===== src/rtl/pipelined_addsub.sv =====
`default_nettype none
// ============================================================================
// Module      : pipelined_addsub
// Description : Parametrised pipelined add/subtract unit. The operand width is
//               split into STAGES equal segments; each pipeline stage computes
//               one ripple-carry segment and registers the carry for the next
//               stage. Valid/ready handshakes on both sides give full
//               throughput and back-pressure with bubble collapsing.
// Ports       : clk        - rising-edge clock
//               rst_n      - asynchronous active-low reset
//               in_valid   - operand beat valid
//               in_ready   - unit can accept a beat this cycle
//               a, b       - operands (unsigned or two's complement)
//               cin        - carry-in (add) / borrow-in (sub)
//               sub        - 0: a+b+cin, 1: a-b-cin
//               out_valid  - result beat valid
//               out_ready  - consumer accepts the result this cycle
//               sum        - result modulo 2^WIDTH
//               cout       - carry-out (add) / borrow-out (sub)
//               ovf        - signed two's-complement overflow
// Revision    : 1.0 - initial release
// ============================================================================
module pipelined_addsub #(
    parameter int WIDTH  = 16,
    parameter int STAGES = 4
) (
    input  logic             clk,
    input  logic             rst_n,
    input  logic             in_valid,
    output logic             in_ready,
    input  logic [WIDTH-1:0] a,
    input  logic [WIDTH-1:0] b,
    input  logic             cin,
    input  logic             sub,
    output logic             out_valid,
    input  logic             out_ready,
    output logic [WIDTH-1:0] sum,
    output logic             cout,
    output logic             ovf
);

    localparam int SEG = WIDTH / STAGES;

    // Per-stage register contents, exported so the following stage and the
    // output logic can read them.
    logic [STAGES-1:0] w_v;
    logic [STAGES-1:0] w_free;
    logic [WIDTH-1:0]  w_a_q   [STAGES];
    logic [WIDTH-1:0]  w_bb_q  [STAGES];
    logic [WIDTH-1:0]  w_sum_q [STAGES];
    logic              w_c_q   [STAGES];
    logic              w_sub_q [STAGES];

    // Subtraction is a + ~b + ~cin, so the borrow-in becomes an inverted carry-in.
    logic [WIDTH-1:0]  w_bb0;
    logic              w_c0;

    assign w_bb0 = sub ? ~b : b;
    assign w_c0  = sub ? ~cin : cin;

    // Stage k may load when it is empty or its content moves on. Unrolled, the
    // chain "free[k] = ~v[k] | free[k+1]" collapses to out_ready OR any empty
    // stage at or beyond k, which is computed with a running accumulator.
    always_comb begin : p_free
        logic acc;
        acc    = out_ready;
        w_free = '0;
        for (int k = STAGES - 1; k >= 0; k--) begin
            acc       = acc | ~w_v[k];
            w_free[k] = acc;
        end
    end

    assign in_ready = w_free[0];

    for (genvar k = 0; k < STAGES; k++) begin : g_stage
        logic             w_vin;
        logic [WIDTH-1:0] w_a_in;
        logic [WIDTH-1:0] w_bb_in;
        logic [WIDTH-1:0] w_sum_in;
        logic             w_c_in;
        logic             w_sub_in;
        logic [SEG:0]     w_seg;
        logic [WIDTH-1:0] w_sum_nx;
        logic             w_load;

        logic             r_v;
        logic [WIDTH-1:0] r_a;
        logic [WIDTH-1:0] r_bb;
        logic [WIDTH-1:0] r_sum;
        logic             r_c;
        logic             r_sub;

        if (k == 0) begin : g_first
            assign w_vin    = in_valid;
            assign w_a_in   = a;
            assign w_bb_in  = w_bb0;
            assign w_sum_in = '0;
            assign w_c_in   = w_c0;
            assign w_sub_in = sub;
        end else begin : g_next
            assign w_vin    = w_v[k-1];
            assign w_a_in   = w_a_q[k-1];
            assign w_bb_in  = w_bb_q[k-1];
            assign w_sum_in = w_sum_q[k-1];
            assign w_c_in   = w_c_q[k-1];
            assign w_sub_in = w_sub_q[k-1];
        end

        // One ripple-carry segment; the top bit is the carry into the next stage.
        assign w_seg = {1'b0, w_a_in[k*SEG +: SEG]}
                     + {1'b0, w_bb_in[k*SEG +: SEG]}
                     + {{SEG{1'b0}}, w_c_in};

        always_comb begin
            w_sum_nx                = w_sum_in;
            w_sum_nx[k*SEG +: SEG]  = w_seg[SEG-1:0];
        end

        // Data only moves with a real beat so a drained pipe keeps its last
        // (or reset) values instead of latching idle-bus garbage.
        assign w_load = w_free[k] & w_vin;

        always_ff @(posedge clk or negedge rst_n) begin
            if (!rst_n) begin
                r_v   <= 1'b0;
                r_a   <= '0;
                r_bb  <= '0;
                r_sum <= '0;
                r_c   <= 1'b0;
                r_sub <= 1'b0;
            end else begin
                if (w_free[k]) begin
                    r_v <= w_vin;
                end
                if (w_load) begin
                    r_a   <= w_a_in;
                    r_bb  <= w_bb_in;
                    r_sum <= w_sum_nx;
                    r_c   <= w_seg[SEG];
                    r_sub <= w_sub_in;
                end
            end
        end

        assign w_v[k]     = r_v;
        assign w_a_q[k]   = r_a;
        assign w_bb_q[k]  = r_bb;
        assign w_sum_q[k] = r_sum;
        assign w_c_q[k]   = r_c;
        assign w_sub_q[k] = r_sub;
    end

    // Outputs come straight from the last stage registers, so they hold
    // stable whenever that stage is stalled.
    assign out_valid = w_v[STAGES-1];
    assign sum       = w_sum_q[STAGES-1];
    assign cout      = w_sub_q[STAGES-1] ^ w_c_q[STAGES-1];
    assign ovf       = (w_a_q[STAGES-1][WIDTH-1] == w_bb_q[STAGES-1][WIDTH-1])
                     & (w_sum_q[STAGES-1][WIDTH-1] != w_a_q[STAGES-1][WIDTH-1]);

endmodule
`default_nettype wire


===== config.mk =====
export PLATFORM = sky130hd
export DESIGN_NAME = pipelined_addsub
export DESIGN_NICKNAME = d
export VERILOG_FILES = /design/src/rtl/pipelined_addsub.sv
export SDC_FILE = /design/constraint.sdc
export NUM_CORES = 1
export LEC_CHECK = 0
export BUFFER_PORTS_ARGS = -buffer_cell sky130_fd_sc_hd__buf_4
export CELL_PAD_IN_SITES_DETAIL_PLACEMENT = 0
export CELL_PAD_IN_SITES_GLOBAL_PLACEMENT = 2
export CORE_ASPECT_RATIO = 0.8
export CORE_MARGIN = 3
export CORE_UTILIZATION = 43
export DETAILED_ROUTE_END_ITERATION = 12
export PLACE_DENSITY_LB_ADDON = 0.1
export SYNTH_ARGS = -nofsm -noshare
export SYNTH_HDL_FRONTEND = slang
export SYNTH_SLANG_ARGS = --single-unit
export TNS_END_PERCENT = 10

===== constraint.sdc =====
create_clock -name clk -period 5.5 [get_ports clk]
set_clock_uncertainty 0.15 [all_clocks]
set_input_delay 1.1 -clock clk [delete_from_list [all_inputs] [get_ports clk]]
set_output_delay 1.1 -clock clk [all_outputs]
set_load 0.005 [all_outputs]

==> results_dict.tcl <==
set metrics [dict create \
    io_buffers 57 \
    whs_ns 0.325 \
    utilization_pct 54.0 \
    cts.hold.buffers_added 0 \
    post_dp_cell_area_sq_um 5000 \
    grt_antenna_before_repair 0 \
    area_delta_synth_final_pct 19.6 \
    cp_max_fo 4 \
    grt_overflow_total 0 \
    synthDistinctLibCells 25 \
    status "completed" \
    row_count 32 \
    clock_latency_ns 0.34 \
    htreeDepth 3 \
    cp.arrival_ns 1.93 \
    synthFlopType "dfrtp_1" \
    layout.nets 445 \
    cts_root_buf "clkbuf_16" \
    routabilityCongestion 0.666 \
    synth.area.top_cells "dfrtp_1 57%, mux2_2 18%, fa_1 3.6%, ha_1 3.4%, o21ai_0 2.7%" \
    synth.net_count 387 \
    cap_violations 0 \
    fin_setup_tns_ns 0 \
    coreArea_sq_um 9850 \
    die_y_um 96.9 \
    synth_top_area_share_pct 57.4 \
    synth.most_common_cell "dfrtp_1" \
    cp.required_ns 4.25 \
    start_util_pct 45.1 \
    leakagePower_nw 2.46 \
    tritoncts "yes" \
    drive_gt1_share_pct 38.3 \
    post-cts-setup-buffer-count 0 \
    hold_class "reg2reg" \
    diodes 0 \
    grt_max_degree 59 \
    synthArstFlopShare_pct 100 \
    yosysSeqAreaShare_pct 57.4 \
    worstMarginPinSlew_ns 1.04 \
    detail_route.first_pass.iterations 4 \
    grt_pass1_vias 2535 \
    postSynthAreaPerCell_sq_um 13.5 \
    yosys_register_bits 102 \
    clkTransAtPathRegs_ns 0.07 \
    maxSlewHeadroom_pct 30.5 \
    drtIter0Drc 92 \
    layout.cells.non_filler 528 \
    setup_violations 0 \
    power_density_nw_per_um2 476 \
    min_period_ns 3.18 \
    cts_resized 0 \
    drt_wl_total_um 7210 \
    fin_area_sq_um 5320 \
    hold_viol_final 0 \
    dr_total_vias 2517 \
    numCtsBuffers 9 \
    dieWidth_um 120 \
    yosys_warnings 0 \
    irDropWorstVdd_uv 198 \
    dpl.hpwl_um 4880 \
    grt_pass1_wl_um 12500 \
    io_pins 58 \
    dieArea_sq_um 11600 \
    startpoint_type "input port" \
    yosys.area.top_type "dfrtp_1" \
    rsz0062_at_grt "no" \
    synth_edf_count 0 \
    cts.sinks 102 \
    synthTopCellsByCount "102 x dfrtp_1, 71 x mux2_2, 30 x nand2_1" \
    crit_type "in2out" \
    post-route-period-util_pct 57.8 \
    viasPerCell 4.77 \
    drc 0 \
    dpl.cell_count 512 \
    final_antenna_net_count 0 \
    track_usage_pct 13.5 \
    drv_slew 0 \
    wl_per_cell_um 13.7 \
    cp-end-kind "output port" \
    syn_inst 329 \
    max_freq_ghz 0.315 \
    synth_area_sq_um 4450 \
    clock_path_buffers 2 \
]
[layout make-up]
class,count,area [sq um]
fill,866,4530
sequential,102,2550
multi-input combinational,203,1780
timing repair buffer,60,450
clock buffer,9,225
tap,136,170
clock inverter,7,95.1
inverter,11,41.3
[final timing paths]
kind / slack (ns) / startpoint / cells after the start / to
max in group asynchronous: 3.49 / rst_n / 2 / g_stage[1].r_sum[1]
max: 2.32 / out_ready / 4 / in_ready
min reg2reg: 0.32 / g_stage[2].r_sum[10] / 2 / g_stage[2].r_sum[10]
min in group asynchronous: 0.65 / rst_n / 1 / sum[15]
min: 0.32 / g_stage[2].r_sum[10] / 2 / g_stage[2].r_sum[10]
max reg2reg: 3.48 / g_stage[2].r_a[12] / 5 / g_stage[3].r_c
[worst max-delay path, stage by stage]
cell and delay [ns]:
buf_4 0.11, nand4b_2 0.25, or2_2 0.32, buf_4 0.14
[state kept, by name (all words and copies together), names as in the netlist]
signal	cells
g_stage.r_c	4
g_stage.r_v	3
g_stage.r_bb	25
out_valid	1
sum	16
g_stage.r_sum	24
g_stage.r_sub	4
g_stage.r_a	25
[through the flow]
step	setup slack, ns	power [mW]
after global placement	2.33	1.87
after floorplan	2.26	1.62
after detailed placement	2.30	1.90
final	2.32	2.53
after CTS	2.31	2.59
after global routing	2.28	2.73
[layer usage]
metal | vias up | part of all wire, % | GRT usage, %
met2 | 37 | 49 | 21.3
met5 | - | 0 | 0
li1 | 1236 | - | -
met4 | 0 | 1.3 | 4.23
met1 | 1232 | 46 | 18.2
met3 | 12 | 3.8 | 3.86
[report_power, final]
part | leakage (nW) | internal (mW) | switching (mW) | total [mW]
clock | 0.156 | 0.400 | 0.273 | 0.673
combinational | 1.08 | 0.422 | 0.282 | 0.704
sequential | 1.22 | 1.01 | 0.143 | 1.15
total | 2.46 | 1.83 | 0.698 | 2.53
[layout by cell type, fill, tap and decap left out, drive strengths merged, types with 3 or more instances in the layout]
master  instances
a21o            7
dfrtp         102
xor2           13
buf            60
a21oi           9
o21ai          25
mux2           71
ha             12
fa              8
inv            13
xnor2          12
nand2b          4
nor2            3
nand2          30
clkbuf          9
[logic make-up (layout without fill, tap and decap cells)]
kind of cell / Yosys count / in the layout / share of synthesized area [%]
DFF: 102 / 102 / 57.4
buffers and inverters: 24 / 87 / 2.50
xor gates and xnor gates: 25 / 25 / 4.93
AOI/OAI and AO/OA: 45 / 45 / 5.94
muxes: 71 / 71 / 18.0
adders and majority gates: 20 / 20 / 6.98
and+or+nand+nor: 42 / 42 / 4.25
No activity file was read; power rests on OpenSTA's default activity.
